===== src/rtl/shift_pkg.sv =====
// rtl/shift_pkg.sv - mode and state encodings for the sequential shift register
package shift_pkg;

    localparam logic [2:0] MODE_NOP  = 3'b000;
    localparam logic [2:0] MODE_LOAD = 3'b001;
    localparam logic [2:0] MODE_SHL  = 3'b010;
    localparam logic [2:0] MODE_SHR  = 3'b011;
    localparam logic [2:0] MODE_ROL  = 3'b100;
    localparam logic [2:0] MODE_ROR  = 3'b101;
    localparam logic [2:0] MODE_ASR  = 3'b110;
    localparam logic [2:0] MODE_RSVD = 3'b111;

    localparam logic [1:0] ST_IDLE = 2'd0;
    localparam logic [1:0] ST_RUN  = 2'd1;
    localparam logic [1:0] ST_DONE = 2'd2;

    // Modes that consume step-counter cycles in RUN
    function automatic logic is_shift_mode(input logic [2:0] m);
        return (m == MODE_SHL) || (m == MODE_SHR) || (m == MODE_ROL) ||
               (m == MODE_ROR) || (m == MODE_ASR);
    endfunction

    function automatic logic cnt_is_last(input logic [7:0] c);
        return c == 8'd1;
    endfunction

endpackage


===== src/rtl/shift_step.sv =====
// rtl/shift_step.sv - combinational single-bit shift/rotate step
module shift_step
    import shift_pkg::*;
#(
    parameter int N = 8
) (
    input  logic [N-1:0] q_i,
    input  logic [2:0]   mode_i,
    input  logic         i_left_i,
    input  logic         i_right_i,
    output logic [N-1:0] q_next_o,
    output logic         bit_out_o
);

    always_comb begin
        q_next_o  = q_i;
        bit_out_o = 1'b0;
        case (mode_i)
            MODE_SHL: begin
                q_next_o  = {q_i[N-2:0], i_left_i};
                bit_out_o = q_i[N-1];
            end
            MODE_SHR: begin
                q_next_o  = {i_right_i, q_i[N-1:1]};
                bit_out_o = q_i[0];
            end
            MODE_ROL: begin
                q_next_o  = {q_i[N-2:0], q_i[N-1]};
                bit_out_o = q_i[N-1];
            end
            MODE_ROR: begin
                q_next_o  = {q_i[0], q_i[N-1:1]};
                bit_out_o = q_i[0];
            end
            MODE_ASR: begin
                q_next_o  = {q_i[N-1], q_i[N-1:1]};
                bit_out_o = q_i[0];
            end
            default: begin
                q_next_o  = q_i;
                bit_out_o = 1'b0;
            end
        endcase
    end

endmodule


===== src/rtl/shift_reg_seq.sv =====
// rtl/shift_reg_seq.sv - multi-cycle universal shift register with start/busy/done handshake
module shift_reg_seq
    import shift_pkg::*;
#(
    parameter int N     = 8,
    parameter int CNT_W = 4
) (
    input  logic             clk,
    input  logic             rst,
    input  logic             start,
    input  logic [2:0]       mode,
    input  logic [CNT_W-1:0] shift_cnt,
    input  logic [N-1:0]     data_in,
    input  logic             i_right,
    input  logic             i_left,
    output logic [N-1:0]     data_out,
    output logic             serial_out,
    output logic             busy,
    output logic             done
);

    logic [1:0]       state_q, state_d;
    logic [CNT_W-1:0] cnt_q, cnt_d;
    logic [2:0]       mode_q, mode_d;
    logic [N-1:0]     data_q, data_d;
    logic             sout_q, sout_d;
    logic             done_q, done_d;
    logic [N-1:0]     step_q;
    logic             step_bit;

    shift_step #(.N(N)) u_step (
        .q_i       (data_q),
        .mode_i    (mode_q),
        .i_left_i  (i_left),
        .i_right_i (i_right),
        .q_next_o  (step_q),
        .bit_out_o (step_bit)
    );

    always_comb begin
        state_d = state_q;
        cnt_d   = cnt_q;
        mode_d  = mode_q;
        data_d  = data_q;
        sout_d  = sout_q;
        done_d  = 1'b0;
        case (state_q)
            ST_IDLE: begin
                if (start) begin
                    if (is_shift_mode(mode) && (shift_cnt != '0)) begin
                        mode_d  = mode;
                        cnt_d   = shift_cnt;
                        state_d = ST_RUN;
                    end else begin
                        if (mode == MODE_LOAD) begin
                            data_d = data_in;
                        end
                        done_d  = 1'b1;
                        state_d = ST_DONE;
                    end
                end
            end
            ST_RUN: begin
                data_d = step_q;
                sout_d = step_bit;
                cnt_d  = cnt_q - 1'b1;
                if (cnt_q == {{(CNT_W-1){1'b0}}, 1'b1}) begin
                    done_d  = 1'b1;
                    state_d = ST_DONE;
                end
            end
            ST_DONE: state_d = ST_IDLE;
            default: state_d = ST_IDLE;
        endcase
    end

    always_ff @(posedge clk or posedge rst) begin
        if (rst) begin
            state_q <= ST_IDLE;
            cnt_q   <= '0;
            mode_q  <= MODE_NOP;
            data_q  <= '0;
            sout_q  <= 1'b0;
            done_q  <= 1'b0;
        end else begin
            state_q <= state_d;
            cnt_q   <= cnt_d;
            mode_q  <= mode_d;
            data_q  <= data_d;
            sout_q  <= sout_d;
            done_q  <= done_d;
        end
    end

    assign data_out   = data_q;
    assign serial_out = sout_q;
    assign busy       = (state_q != ST_IDLE);
    assign done       = done_q;

endmodule


===== config.mk =====
export PLATFORM = sky130hd
export DESIGN_NAME = shift_reg_seq
export DESIGN_NICKNAME = d
export VERILOG_FILES = /design/src/rtl/shift_pkg.sv /design/src/rtl/shift_step.sv /design/src/rtl/shift_reg_seq.sv
export SDC_FILE = /design/constraint.sdc
export NUM_CORES = 1
export LEC_CHECK = 0
export CORE_ASPECT_RATIO = 1.5
export CORE_MARGIN = 2
export CORE_UTILIZATION = 54
export CTS_BUF_LIST = sky130_fd_sc_hd__clkbuf_16
export CTS_CLUSTER_SIZE = 30
export DETAILED_ROUTE_END_ITERATION = 10
export HOLD_SLACK_MARGIN = 0.08
export PLACE_DENSITY = 0.85
export SYNTH_ARGS = -nofsm -noshare
export SYNTH_HDL_FRONTEND = slang
export SYNTH_SLANG_ARGS = --single-unit

===== constraint.sdc =====
create_clock -name clk -period 2.65 [get_ports clk]
set_input_delay 0.53 -clock clk [delete_from_list [all_inputs] [get_ports clk]]
set_output_delay 0.53 -clock clk [all_outputs]
set_load 0.05 [all_outputs]

**After elaboration in Yosys (flattened, before gate mapping)**

Cells that the tools add are included.

- Bits in registers: 19
- Input port bits: 20
- Output and inout port bits: 11
- Word-level logic and storage cells: 62

- $add $sub $neg: 1
- Equal/unequal tests: 21
- Mux-type cells: 17
- Reductions and logical operators: 16

Operator list:

| operator | number |
|---|---|
| case mux 8 bit (5 select lines) | 1 |
| two-way mux 8 bit | 3 |
| == test 3 bit, second input constant | 6 |
| case mux 8 bit (2 select lines) | 1 |
| == test 3 x 2 -> 1 bit, second input constant | 4 |
| != test 2 bit, second input constant | 6 |
| two-way mux 4 bit | 2 |
| case mux 4 bit (2 select lines) | 1 |
| two-way mux 2 bit | 3 |
| != test 6 x 1 -> 1 bit, second input constant | 1 |
| AND reduction 3 bit | 2 |
| AND reduction 6 bit | 1 |
| != test 5 x 1 -> 1 bit, second input constant | 1 |
| AND reduction 5 bit | 1 |
| == test 4 x 1 -> 1 bit, second input constant | 1 |
| logical OR 1 bit | 4 |
| case mux 1 bit (2 select lines) | 2 |
| case mux 2 bit (2 select lines) | 1 |
| nonzero test 2 bit | 2 |
| nonzero test 4 bit | 1 |
| subtractor 4 x 1 -> 4 bit, second input constant | 1 |
| == test 3 x 1 -> 1 bit, second input constant | 1 |
| two-way mux 1 bit | 3 |
| OR reduction 3 bit | 1 |
| other kinds (5) | 5 |

**Logic depth before layout (Yosys ltp)**

- Depth in word-level cells: 9
- Mapped depth: 6
- Depth with buffers taken out: 5

**Cells and area by module**

From an unflattened synthesis, not the netlist that was laid out.

- Cells, all modules: 137
- Area, all modules: 1325.0 um^2

By module, submodules not included:

| module | times used | cells an instance | area each (um^2) | seq. area each (um^2) |
|---|---|---|---|---|
| shift_reg_seq | 1 | 90 | 972.2 | 475.5 |
| shift_step | 1 | 47 | 352.8 | 0.0 |

**Worst setup path after synthesis**

OpenSTA, ideal clock, no wires.

- Path kind: in2reg
- Start point: in shift_cnt[2]
- End point: reg mode_q[0]
- Library setup time: 125 ps
- Arrival time: 1491 ps
- Required time: 2525 ps
- Setup slack: 1034 ps
- Cell stages on the path: 4
- Path buffers: 0
- Cell sequence: nor4_2 nor3_1 nand2_1 mux2_2

- Word-level cells in the longest chain between the ends: 3

Ends and longest elaborated chain:

| element | line | source |
|---|---|---|
| start, declared | shift_reg_seq.sv:12 | `input logic [CNT_W-1:0] shift_cnt,` |
| nonzero test 4 bit | shift_reg_seq.sv:50 | `if (is_shift_mode(mode) && (shift_cnt != '0)) begin` |
| logical AND 1 bit | shift_reg_seq.sv:50 |  |
| AND reduction 3 bit (no line) | n/a |  |
| end signal, assigned | shift_reg_seq.sv:88 | `mode_q <= mode_d;` |
| end, declared | shift_reg_seq.sv:24 | `logic [2:0] mode_q, mode_d;` |

Every way passes these cells.
A chain may end at the register's enable or synchronous reset.

**Worst setup path in the final report**

- Start point: reg state_q[1]
- End point: out busy

- Word-level cells in the longest chain between the ends: 1

Ends and longest elaborated chain:

| element | line | source |
|---|---|---|
| start, declared | shift_reg_seq.sv:22 | `logic [1:0] state_q, state_d;` |
| start signal, assigned | shift_reg_seq.sv:86 | `state_q <= state_d;` |
| nonzero test 2 bit | shift_reg_seq.sv:97 | `assign busy = (state_q != ST_IDLE);` |
| end, declared | shift_reg_seq.sv:18 | `output logic busy,` |

Every way passes these cells.

==> results.sh <==
export IMPL_grt_ovfl_total=0
export IMPL_worstMarginPinSlew_ns=0.720
export IMPL_max_freq_ghz=0.443
export IMPL_wl_met2_um=1790
export IMPL_r2r_end="data_out[3]$_DFFE_PP0P_"
export IMPL_critPathRequiredTime_ns=2.12
export IMPL_hold_end="serial_out$_DFFE_PP0N_"
export IMPL_diodes=0
export IMPL_dpl_hpwl_um=2380
export IMPL_p_comb_share_pct=58.8
export IMPL_syn_area_mm2=0.00139
export IMPL_cp_top_family="buffers and inverters"
export IMPL_initial_utilization_pct=56.7
export IMPL_worstReg2RegStart="mode_q[2]$_DFFE_PP0P_"
export IMPL_skew_ns=0.00169
export IMPL_synth_most_common_cell="dfrtp_1"
export IMPL_dpl_cell_area_mm2=0.00165
export IMPL_core_mm2=0.00245
export IMPL_holdPathStages=1
export IMPL_reg2reg_depth=4
export IMPL_critPathSlowestCell="clkdlybuf4s50_1"
export IMPL_pre_cts_slack_ns=0.458
export IMPL_synth_edff_count=0
export IMPL_drive_above_1_share_pct=9.88
export IMPL_wl_met3_um=102
export IMPL_first_pass_iters=4
export IMPL_crit_chain="or2_2, clkdlybuf4s50_1"
export IMPL_rsz0062_at_grt="no"
export IMPL_routed_wl_um=3170
export IMPL_stdcell_area_mm2=0.00173
export IMPL_die_area_mm2=0.00300
export IMPL_powerDensity_mw_per_mm2=1430
export IMPL_relSlewSlack_pct=52.0
export IMPL_htree_levels=1
export IMPL_synth_top_area_share_pct=34.2
export IMPL_ant_nets=0
export IMPL_synth_seq_cells=19
export IMPL_cts_resized_gates=0
export IMPL_insertion_delay_ns=0.25
export IMPL_path_buf_inv=1
export IMPL_synth_fp_nets=168
export IMPL_yosysWarnings=0
export IMPL_ys_seq_area_share_pct=34.2
export IMPL_setup_viol=0
export IMPL_hold_buffers=0
export IMPL_cts_buffers=3
export IMPL_switching_share_pct=48.3
export IMPL_ys_types=46
export IMPL_yosys_top_cells_area="dfrtp_1 (34%), mux2i_1 (7.9%), mux2_2 (3.2%)"
export IMPL_cap_viol_max_count=0
export IMPL_slowest_delay_ns=0.70
export IMPL_hold_viol=0
export IMPL_grt_pass1_wl_um=5400
export IMPL_leakagePower_nw=0.730
export IMPL_async_reset_ff_share_pct=100
export IMPL_cts_root_buf="clkbuf_16"
export IMPL_cts_tree="done"
export IMPL_power_frac_clock_pct=12.3
export IMPL_grt_pass1_vias=1239
export IMPL_wl_met1_um=1230
export IMPL_p_int_mw=1.28
export IMPL_die_y_um=66.1
export IMPL_worstPathMaxFanout=8
export IMPL_top_layer="met4"
export IMPL_rrSetupSlack_ns=0.70
export IMPL_clk_pin_slew_worst_paths_ns=0.05
export IMPL_cp_start_kind="flip-flop"
export IMPL_crit_cells=2
export IMPL_antenna_found_initial=0
export IMPL_wl_per_cell_um=16.1
export IMPL_drc=0
export IMPL_fin_tns_setup_ns=0
export IMPL_post_route_min_period_ns=2.26
export IMPL_crit_type="flip-flop to primary output"
export IMPL_critPathCaptureType="primary output"
export IMPL_post_cts_setup_buffer_count=0
export IMPL_grtUsageTotal_pct=24.1
export IMPL_status="finished, final reports clean"
export IMPL_fin_nets=195
export IMPL_synth_top_area_cell="dfrtp_1"
export IMPL_area_growth_syn_to_layout_pct=24.7
export IMPL_pin_count=31
export IMPL_io_buffers=30
export IMPL_clockBufferDepth=2
export IMPL_fin_ws_ns=0.393
export IMPL_synth_main_ff_cell="dfrtp_1"
export IMPL_grt_max_degree=22
export IMPL_arrival_ns=1.73
export IMPL_seqPwrFrac_pct=28.9
export IMPL_avgSynthCellArea_um2=9.52
export IMPL_hold_class="flip-flop to flip-flop"
export IMPL_power_switching_mw=1.20
export IMPL_clkSinkCount=19
export IMPL_fin_util_pct=70.7
export IMPL_period_share_pct=85.2
export IMPL_syn_inst=146
export IMPL_hp_start="serial_out$_DFFE_PP0N_"
export IMPL_finalMaxSlewViolations=0
export IMPL_via_per_inst=6.33
export IMPL_chipWidth_um=45.4
export IMPL_synth_top_cells_by_count="dfrtp_1 (19), mux2i_1 (11), nand2_1 (11)"
export IMPL_irDropWorstVdd_mv=1.02
export IMPL_drt_iter0_markers=31
export IMPL_place_congestion=0.846
export IMPL_vias=1240
export IMPL_std_cell_rows=22
-- flip-flops by register name, indices dropped and copies added (netlist names) --
register	cells
data_out	8
done	1
mode_q	3
serial_out	1
state_q	2
cnt_q	4
-- worst reg2reg max path, cell delays in order, from the launching register on --
cell	delay, ns
dfrtp_1	0.80
nand3_1	0.24
o211a_1	0.26
or2_1	0.37
o221ai_2	0.19
-- metal layers --
| layer | vias to the layer above | GRT usage (%) |
|---|---|---|
| li1 | 596 | - |
| met1 | 597 | 29.0 |
| met2 | 40 | 41.2 |
| met3 | 7 | 3.83 |
| met4 | 0 | 9.19 |
| met5 | - | 0 |
-- worst max-delay path by stage --
stage,from,endpoint
2_1_floorplan,shift_cnt[2],mode_q[0]$_DFFE_PP0P_
3_3_place_gp,shift_cnt[2],mode_q[2]$_DFFE_PP0P_
3_5_place_dp,shift_cnt[2],mode_q[0]$_DFFE_PP0P_
4_1_cts,state_q[1]$_DFFE_PP0P_,busy
5_1_grt,state_q[1]$_DFFE_PP0P_,busy
6_report,state_q[1]$_DFFE_PP0P_,busy
-- layout make-up --
cell class / instances / area (µm²)
clock buffer: 3 / 75.1
clock inverter: 1 / 5.00
fill: 193 / 717
inverter: 7 / 26.3
multi-input combinational: 110 / 806
sequential: 19 / 475
tap: 24 / 30.0
timing repair buffer: 32 / 315
-- cell families (layout without fill, tap and decap cells) --
| family | after synthesis | count (layout) | share of synthesized area [%] |
|---|---|---|---|
| compound gates | 36 | 36 | 20.3 |
| xor+xnor | 2 | 2 | 1.26 |
| fa+ha+maj | 3 | 3 | 2.52 |
| buf+inv | 17 | 43 | 7.83 |
| flops | 19 | 19 | 34.2 |
| mux | 15 | 15 | 11.2 |
| simple gates | 54 | 54 | 22.8 |
-- power by group through the flow --
stage	registers [mW]	clock network, mW	logic (mW)
2_1_floorplan	0.815	0	1.04
3_3_place_gp	0.699	0	1.41
3_5_place_dp	0.716	0	1.45
4_1_cts	0.713	0.305	1.47
5_1_grt	0.751	0.319	1.61
6_report	0.717	0.306	1.46
-- metrics by stage --
| step | total power, mW | hold WS, ns | cells |
|---|---|---|---|
| detailed placement | 2.17 | 0.521 | 192 |
| floorplan | 1.86 | 0.481 | 146 |
| finish | 2.48 | 0.528 | 196 |
| global placement | 2.11 | 0.474 | 192 |
| CTS | 2.49 | 0.532 | 196 |
| global route | 2.68 | 0.542 | 196 |
-- cells in the final DEF (no fill, tap or decap), drive strengths merged --
master and instances:
nor4 3, clkdlybuf4s50 30, dfrtp 19, or3 1, a221oi 2, o22ai 5
a21o 2, nor3 8, nor4b 1, nand2 12, o311ai 1, a211o 4
nor2b 2, or2b 1, o31ai 2, nor3b 5, a31oi 5, or2 2
buf 2, o21a 1, inv 7, nand3 3, o211ai 1, clkinv 1
xnor2 2, a311o 1, maj3 1, a21oi 4, nand2b 6, nand3b 1
and3 2, nor2 7, ha 2, clkbuf 3, o21ai 2, o211a 1
mux2 4, mux2i 11, o221ai 4, a31o 1
No activity file was read; power rests on OpenSTA's default activity.
